==> src/rtl/fir_pkg.sv <==
// Shared FIR filter definitions: sample width/type, pipeline warm-up length, width helper.
package fir_pkg;

  localparam int unsigned DATA_W     = 24;
  localparam int unsigned N_TAPS     = 33;
  localparam int unsigned FIR_WARMUP = N_TAPS - 1;

  typedef logic signed [DATA_W-1:0] sample_t;

  // Bits needed to hold values 0..max_val, never less than one.
  function automatic int unsigned cnt_w(input int unsigned max_val);
    return (max_val < 2) ? 1 : $clog2(max_val + 1);
  endfunction

endpackage

==> src/rtl/fir_sample_fifo.sv <==
// First-word-fall-through sample FIFO; pointers carry an extra wrap bit to split full from empty.
module fir_sample_fifo #(
  parameter int unsigned DATA_W = 24,
  parameter int unsigned DEPTH  = 8
) (
  input  logic                     clk,
  input  logic                     reset_n,
  input  logic                     clear,
  input  logic                     push,
  input  logic                     pop,
  input  logic [DATA_W-1:0]        wdata,
  output logic [DATA_W-1:0]        rdata,
  output logic                     full,
  output logic                     empty,
  output logic [$clog2(DEPTH):0]   level
);

  localparam int unsigned AW = $clog2(DEPTH);

  logic [DATA_W-1:0] mem_q [DEPTH];
  logic [AW:0]       wr_ptr_q, wr_ptr_d;
  logic [AW:0]       rd_ptr_q, rd_ptr_d;
  logic              do_push, do_pop;

  assign empty = (wr_ptr_q == rd_ptr_q);
  assign full  = (wr_ptr_q[AW] != rd_ptr_q[AW]) && (wr_ptr_q[AW-1:0] == rd_ptr_q[AW-1:0]);
  assign level = wr_ptr_q - rd_ptr_q;
  assign rdata = mem_q[rd_ptr_q[AW-1:0]];

  // A pop frees the slot in the same edge, so a full FIFO can still take a push.
  assign do_pop  = pop & ~empty;
  assign do_push = push & (~full | do_pop);

  always_comb begin
    wr_ptr_d = wr_ptr_q;
    rd_ptr_d = rd_ptr_q;
    if (clear) begin
      wr_ptr_d = '0;
      rd_ptr_d = '0;
    end else begin
      if (do_push) wr_ptr_d = wr_ptr_q + 1'b1;
      if (do_pop)  rd_ptr_d = rd_ptr_q + 1'b1;
    end
  end

  always_ff @(posedge clk or negedge reset_n) begin
    if (!reset_n) begin
      wr_ptr_q <= '0;
      rd_ptr_q <= '0;
    end else begin
      wr_ptr_q <= wr_ptr_d;
      rd_ptr_q <= rd_ptr_d;
    end
  end

  always_ff @(posedge clk) begin
    if (do_push && !clear) mem_q[wr_ptr_q[AW-1:0]] <= wdata;
  end

endmodule

==> src/rtl/fir_decim_fifo.sv <==
// Drops FIR pipeline-fill samples, decimates by DECIM and buffers kept samples for the sink.
// Optional drop_count output enabled by defining FIR_DECIM_FIFO_STATS_EN.
module fir_decim_fifo #(
  parameter int unsigned DATA_W = fir_pkg::DATA_W,
  parameter int unsigned DECIM  = 4,
  parameter int unsigned WARMUP = fir_pkg::FIR_WARMUP,
  parameter int unsigned DEPTH  = 8
) (
  input  logic                     clk,
  input  logic                     reset_n,
  input  logic                     in_en,
  input  logic [DATA_W-1:0]        data_in,
  input  logic                     clear,
  output logic                     out_valid,
  output logic [DATA_W-1:0]        out_data,
  input  logic                     out_ready,
  output logic [$clog2(DEPTH):0]   level,
  output logic                     overflow
`ifdef FIR_DECIM_FIFO_STATS_EN
  ,
  output logic [15:0]              drop_count
`endif
);

  localparam int unsigned WarmW = fir_pkg::cnt_w(WARMUP);
  localparam int unsigned PhW   = fir_pkg::cnt_w(DECIM - 1);

  localparam logic StWarm = 1'b0;
  localparam logic StRun  = 1'b1;
  localparam logic StInit = (WARMUP == 0) ? StRun : StWarm;

  logic              state_q, state_d;
  logic [WarmW-1:0]  warm_q, warm_d;
  logic [PhW-1:0]    phase_q, phase_d;
  logic              overflow_q, overflow_d;
  logic [DATA_W-1:0] out_data_q, out_data_d;
  logic              accept, keep, drop;
  logic              fifo_full, fifo_empty;
  logic [DATA_W-1:0] fifo_rdata;

  assign accept = in_en & ~clear;
  assign keep   = accept & (state_q == StRun) & (phase_q == '0);
  // A full FIFO always holds a head, so only a missing out_ready blocks the push.
  assign drop   = keep & fifo_full & ~out_ready;

  always_comb begin
    state_d = state_q;
    warm_d  = warm_q;
    phase_d = phase_q;
    if (clear) begin
      state_d = StInit;
      warm_d  = '0;
      phase_d = '0;
    end else if (accept) begin
      if (state_q == StWarm) begin
        warm_d = warm_q + 1'b1;
        if (warm_d == WarmW'(WARMUP)) state_d = StRun;
      end else if (DECIM > 1) begin
        phase_d = (phase_q == PhW'(DECIM - 1)) ? '0 : phase_q + 1'b1;
      end
    end
  end

  always_comb begin
    overflow_d = clear ? 1'b0 : (overflow_q | drop);
    // Hold the last presented head while the FIFO is empty.
    out_data_d = fifo_empty ? out_data_q : fifo_rdata;
  end

  always_ff @(posedge clk or negedge reset_n) begin
    if (!reset_n) begin
      state_q    <= StInit;
      warm_q     <= '0;
      phase_q    <= '0;
      overflow_q <= 1'b0;
      out_data_q <= '0;
    end else begin
      state_q    <= state_d;
      warm_q     <= warm_d;
      phase_q    <= phase_d;
      overflow_q <= overflow_d;
      out_data_q <= out_data_d;
    end
  end

  fir_sample_fifo #(
    .DATA_W (DATA_W),
    .DEPTH  (DEPTH)
  ) u_fifo (
    .clk     (clk),
    .reset_n (reset_n),
    .clear   (clear),
    .push    (keep),
    .pop     (out_ready),
    .wdata   (data_in),
    .rdata   (fifo_rdata),
    .full    (fifo_full),
    .empty   (fifo_empty),
    .level   (level)
  );

  assign out_valid = ~fifo_empty;
  assign out_data  = out_data_d;
  assign overflow  = overflow_q;

`ifdef FIR_DECIM_FIFO_STATS_EN
  logic [15:0] drop_cnt_q, drop_cnt_d;

  always_comb begin
    drop_cnt_d = drop_cnt_q;
    if (clear)                             drop_cnt_d = '0;
    else if (drop && drop_cnt_q != 16'hFFFF) drop_cnt_d = drop_cnt_q + 16'd1;
  end

  always_ff @(posedge clk or negedge reset_n) begin
    if (!reset_n) drop_cnt_q <= '0;
    else          drop_cnt_q <= drop_cnt_d;
  end

  assign drop_count = drop_cnt_q;
`endif

endmodule

==> config.mk <==
export PLATFORM = sky130hd
export DESIGN_NAME = fir_decim_fifo
export DESIGN_NICKNAME = d
export VERILOG_FILES = /design/src/rtl/fir_pkg.sv /design/src/rtl/fir_sample_fifo.sv /design/src/rtl/fir_decim_fifo.sv
export SDC_FILE = /design/constraint.sdc
export NUM_CORES = 1
export LEC_CHECK = 0
export ABC_AREA = 0
export CAP_MARGIN = 20
export CORE_AREA = 10 10 117 162
export CTS_BUF_LIST = sky130_fd_sc_hd__clkbuf_16
export DETAILED_ROUTE_END_ITERATION = 6
export DIE_AREA = 0 0 127 172
export PLACE_DENSITY = 0.87
export SYNTH_ARGS = -nofsm -noshare
export SYNTH_HDL_FRONTEND = slang
export SYNTH_SLANG_ARGS = --single-unit
==> constraint.sdc <==
create_clock -name clk -period 5.36 [get_ports clk]
set_clock_uncertainty 0.05 [all_clocks]
set_input_delay 1.072 -clock clk [delete_from_list [all_inputs] [get_ports clk]]
set_output_delay 1.072 -clock clk [all_outputs]
set_load 0.005 [all_outputs]
# --- Yosys cells after proc, flatten, opt, wreduce, memory -nomap -nowiden ---
# Memories as Yosys holds them, arrays and structs flattened.
# Cells that the tools add are included.
op_classes:
  magnitude_cmp: 0
  n_eq_ne: 6
  shifts: 0
  addsub: 5
  n_reduce_logical: 10
  n_mux: 19
  n_bitwise: 13
  n_mul: 0
  div: 0
op_table:
  columns: ["op", "count"]
  rows:
  - ["two-way mux 24 bit", 1]
  - ["two-way mux 6 bit", 3]
  - ["two-way mux 4 bit", 4]
  - ["adder 4 x 1 -> 4 bit, second input constant", 2]
  - ["two-way mux 2 bit", 4]
  - ["nonzero test 2 bit", 4]
  - ["AND 1 bit", 7]
  - ["two-way mux 1 bit", 7]
  - ["adder 6 x 1 -> 6 bit, second input constant", 1]
  - ["equality test 6 bit, second input constant", 1]
  - ["equality test 4 bit", 1]
  - ["NOT 1 bit", 4]
  - ["AND reduction 2 bit", 2]
  - ["subtractor 4 bit", 1]
  - ["equality test 3 bit", 1]
  - ["adder 2 x 1 -> 2 bit, second input constant", 1]
  - ["equality test 2 bit, second input constant", 1]
  - ["logical AND 1 bit", 2]
  - ["logical NOT 2 bit", 1]
  - ["inequality test 2 bit, second input constant", 1]
  - ["OR 1 bit", 2]
  - ["logical NOT 1 bit", 1]
  - ["inequality test 1 bit", 1]
totals:
  ramBits: 192
  mem_bits_ro: 0
  latch_bits: 0
  ff_bits: 42
  mem_count: 1
  output_inout_bits: 30
  elab_cells: 61
  in_bits: 29
memory_table:
  columns: ["memory", "depth", "width", "read_ports", "rd_ports_with_merged_regs", "write_ports", "line", "text"]
  rows:
  - ["u_fifo.mem_q", 8, 24, 1, 0, 1, "fir_sample_fifo.sv:20", "logic [DATA_W-1:0] mem_q [DEPTH];"]

# --- Longest topological paths before layout ---
depth:
  word_depth: 8
  mapped_depth: 8
  depth_no_buf: 7

# --- Hierarchy ---
# A second synthesis with hierarchy kept.
hier_totals:
  cells_unflattened: 508
  area_unflattened_um2: 9256.4
by_module_without_submodules:
  columns: ["module", "cells_per_inst", "seq_area_each_um2", "n_inst", "area_per_inst_um2"]
  rows:
  - ["fir_sample_fifo", 400, 5965.7, 1, 7823.8]
  - ["fir_decim_fifo", 108, 850.8, 1, 1432.6]

# --- Worst setup path after synthesis ---
# OpenSTA, ideal clock, no wires.
synth_timing:
  path_type: "input-to-reg"
  from: "input clear"
  to: "memory u_fifo.mem_q[3][0], enable pin"
  n_path_buf: 0
  setup_ns: 0.466
  path_slack_ns: 1.017
  t_arrival_ns: 3.827
  path_stages: 3
  t_required_ns: 4.844
  cell_sequence: "and4b_1 -> o31ai_4 -> nor4_1"
synth_between:
  elab_chain_cells: 8
  elab_cells_between_ends: 9
  classes_between: "2 x mux; 5 x bitwise; 2 x reduce/logical"
synth_lines:
  columns: ["element", "line", "text"]
  rows:
  - ["from (decl)", "fir_decim_fifo.sv:13", "input logic clear,"]
  - ["NOT 1 bit", "fir_decim_fifo.sv:41", "assign accept = in_en & ~clear;"]
  - ["AND 1 bit", "fir_decim_fifo.sv:41", null]
  - ["AND 1 bit (2 in a row)", "fir_decim_fifo.sv:42", "assign keep = accept & (state_q == StRun) & (phase_q == '0);"]
  - ["AND 1 bit", "fir_sample_fifo.sv:32", "assign do_push = push & (~full | do_pop);"]
  - ["logical AND 1 bit *", "fir_sample_fifo.sv:57", "if (do_push && !clear) mem_q[wr_ptr_q[AW-1:0]] <= wdata;"]
  - ["two-way mux 1 bit *", "fir_sample_fifo.sv:57", null]
  - ["two-way mux 1 bit (not written as such) *", "fir_sample_fifo.sv:57", null]
  - ["to (decl)", "fir_sample_fifo.sv:20", null]
# Mark *: on every way between the ends. The rest lies on a longest branch, timed or not.

# --- Worst setup path after layout ---
layout_timing:
  from: "register u_fifo.rd_ptr_q[0]"
  to: "output out_data[15]"
layout_between:
  elab_chain_cells: 2
  elab_cells_between_ends: 3
  classes_between: "1 x eq/ne; 1 x mux; 1 x memory"
layout_lines:
  columns: ["element", "line", "text"]
  rows:
  - ["from (decl)", "fir_sample_fifo.sv:22", "logic [AW:0] rd_ptr_q, rd_ptr_d;"]
  - ["from (signal assigned)", "fir_sample_fifo.sv:52", "rd_ptr_q <= rd_ptr_d;"]
  - ["memory (8 x 24 bit) / equality test 4 bit (equally long branches)", null, null]
  - ["two-way mux 24 bit *", "fir_decim_fifo.sv:67", "out_data_d = fifo_empty ? out_data_q : fifo_rdata;"]
  - ["to (decl)", "fir_decim_fifo.sv:15", "output logic [DATA_W-1:0] out_data,"]
# Marked as above.

==> results.txt <==
CP Max Fanout = 64
Met1 Use GR = 0.2057
Post-synthesis sequential area ratio = 0.7360
Clock power frac = 0.390
Gpl congestion = 0.8410
NumNets Final = 691
Post-route antenna net violation count = 0
CTS tree = done
Combinational Power Share = 0.089
Hold crit path type = reg -> reg
Mapped Area = 0.009261 mm²
Normalized max-slew margin = 0.2795
Buffers on Ports = 58
Critical Path RT = 4.24 ns
Clock transition at the registers of the reported paths = 0.06 ns
Number of post-CTS setup repair buffers = 0
Horiz. Die Dim = 127 µm
Post-synth EDFFs = 192
Max cap viols = 0
Pre-antenna DRT Iters = 5
Commonest non-fill, non-tap cell in the layout = edfxtp_1
Mux cell area share after synthesis = 0.1070
R2R Setup Slk = 2.41 ns
Largest net degree at the start of global routing = 65
XOR/XNOR Fraction of Synth Area = 0.01419
Area Overhead vs Synth = 17.18%
# DRC = 0
Commonest cells after routing, fill and taps aside = 192 x edfxtp_1, 99 x mux2i_1, 59 x nand2_1, 57 x clkdlybuf4s50_1, 48 x a22oi_1
CTS H-Tree Depth = 1
Count of distinct cell types in the synthesized netlist = 36
Least-Margin Pin Slew = 1.081 ns
GRT Util Overall = 0.1796
Syn_area_per_cell = 15.83 µm²
Setup TNS = 0 ns
CP Class = reg -> out
Drt wl/cell = 23.21 µm
Slowest cell delay on critical path = 0.95 ns
Via count = 5336
Most used DFF post-synth = edfxtp_1
Global-route wire length before repair = 30670 µm
WP buf/inv = 2
CP Launch Type = register
CP endpoint kind = output port
Syn Nets = 623
Met2 GRT Util = 0.3130
Worst skew pair latency = 0.51 ns
Final Hold Fails = 0
Synth Instances = 585
Critical Path Slowest Stage Cell = buf_4
# diodes = 0
Critical path, cell by cell = buf_4 -> mux2i_1 -> a22oi_1 -> nand3_1 -> nand2_1 -> clkdlybuf4s50_1
Crit path DAT = 3.69 ns
Delay-heaviest family, CP = buffers and inverters
Fin. max-slew vios = 0
Core Region = 0.01597 mm²
Register share of total power = 0.521
Resized cells post-CTS = 0
Root Buffer = clkbuf_16
Power Internal = 3.185 mW
Clock Sinks = 234
Fin crit share = 0.8978
CTS Hold Buffers Added = 0
Unrepaired setup endpoints after global routing = no
Overflow after GRT = 0
P_leak = 3.654 nW
Complex-gate fraction of the synthesized area = 0.05026
# IOs = 59
Clk buf depth = 3
Die area = 0.02184 mm²
Initial core utilization = 0.5801
Switch share = 0.2059
Simple-Gate Fraction of Synth Area = 0.06025
Share of cells above drive strength 1 = 0.08955
Rows = 55
Final min period = 4.812 ns
Ys async rst share = 0.1795
Psw = 0.8260 mW
Pwr per Cell Area = 369.6 mW/mm²
Synthesized-area fraction occupied by adder cells = 0.01297
VDD IR max = 301.8 µV
Syn. warnings = 0
Initial antenna violation count = 0
Outcome = finished, final reports clean
Final hold slack = 0.4173 ns
Routed wire length = 20170 µm
Register bit total from synthesis = 234
CTS buffer count = 23
Most Crowded Layer GR = met2
Die span in y = 172 µm
Drt via density = 6.140
Iter 0 DRT Violations = 455
Met3 usage = 0.04259
Final setup viols = 0
Fmax = 207.8 MHz
Vias in the first global route = 5534
Largest family of logic cells by synthesized area = multiplexers
Dpl hpwl = 11110 µm
state kept, by name, summed over array words and instances, names as in the netlist:
name	cells
phase_q	2
state_q	1
u_fifo.wr_ptr_q	4
overflow	1
u_fifo.mem_q	192
u_fifo.rd_ptr_q	4
warm_q	6
out_data_q	24
cell usage after synthesis (2+ instances only):
library cell | instances | area [µm²]
nor2_1 | 16 | 60.06
dfrtp_1 | 42 | 1051
xnor2_1 | 8 | 70.07
buf_2 | 11 | 55.05
nor2b_1 | 3 | 18.77
xor2_1 | 7 | 61.31
nor3_1 | 5 | 25.02
inv_1 | 10 | 37.54
mux2i_1 | 99 | 991.0
nand3_1 | 29 | 145.1
clkbuf_1 | 16 | 60.06
edfxtp_1 | 192 | 5766
buf_4 | 3 | 22.52
or3_1 | 2 | 12.51
nor4_1 | 3 | 18.77
a22oi_1 | 48 | 360.4
ha_1 | 8 | 100.1
nand2b_1 | 3 | 18.77
a21oi_1 | 5 | 25.02
nand2_1 | 59 | 221.5
path summary, 6_finish.rpt:
| path | end | start | depth (start not counted) |
|---|---|---|---|
| min reg2reg | out_data_q[11]$_DFF_PN0_ | out_data_q[11]$_DFF_PN0_ | 2 |
| min | out_data_q[11]$_DFF_PN0_ | out_data_q[11]$_DFF_PN0_ | 2 |
| max in group asynchronous | u_fifo.rd_ptr_q[0]$_DFFE_PN0P_ | reset_n | 2 |
| max reg2reg | u_fifo.mem_q[4][6]$_DFFE_PP_ | u_fifo.rd_ptr_q[0]$_DFFE_PN0P_ | 6 |
| max | out_data[15] | u_fifo.rd_ptr_q[0]$_DFFE_PN0P_ | 6 |
| min in group asynchronous | phase_q[0]$_DFFE_PN0P_ | reset_n | 1 |
stage by stage:
step	std cells	worst slack (ns)	cell area, µm²	power [mW]	util
after floorplan	585	1.017	9261	2.218	-
after global placement	826	1.330	10090	2.466	0.6321
after detailed placement	826	1.216	10090	2.484	0.6321
after CTS	868	0.5789	10830	4.047	0.6785
after global routing	869	0.4467	10850	4.153	0.6798
final	869	0.5479	10850	4.011	0.6798
power groups by stage:
stage | combinational, mW | clock [mW] | sequential, mW
floorplan | 0.103 | 0 | 2.12
global placement | 0.347 | 0 | 2.12
detailed placement | 0.359 | 0 | 2.12
CTS | 0.365 | 1.59 | 2.09
global route | 0.396 | 1.66 | 2.09
finish | 0.357 | 1.56 | 2.09
logic make-up after synthesis:
kind of cell | after synthesis
AOI/OAI and AO/OA | 62
DFF | 234
muxes | 99
buffers and inverters | 41
adders and majority gates | 9
xor gates and xnor gates | 15
and+or+nand+nor | 125
worst min-delay path, stage by stage, from the launching register on:
cell and delay, ns:
dfrtp_1 0.32, nand2_1 0.04, nand2_1 0.07
cell type report:
cell class,count,area [µm²]
Timing Repair Buffer,73,700.7
Fill cell,1062,5112
Clock inverter,19,165.2
Clock buffer,23,575.6
Inverter,11,41.29
Sequential cell,234,6820
Tap cell,199,249.0
Multi-Input combinational cell,310,2301
per-layer routing:
metal / vias up / wire (µm)
met1: 2714 / 7599
li1: 2349 / -
met5: - / 0
met3: 56 / 1424
met2: 217 / 10480
met4: 0 / 666
(Power assumes the default switching activity.)
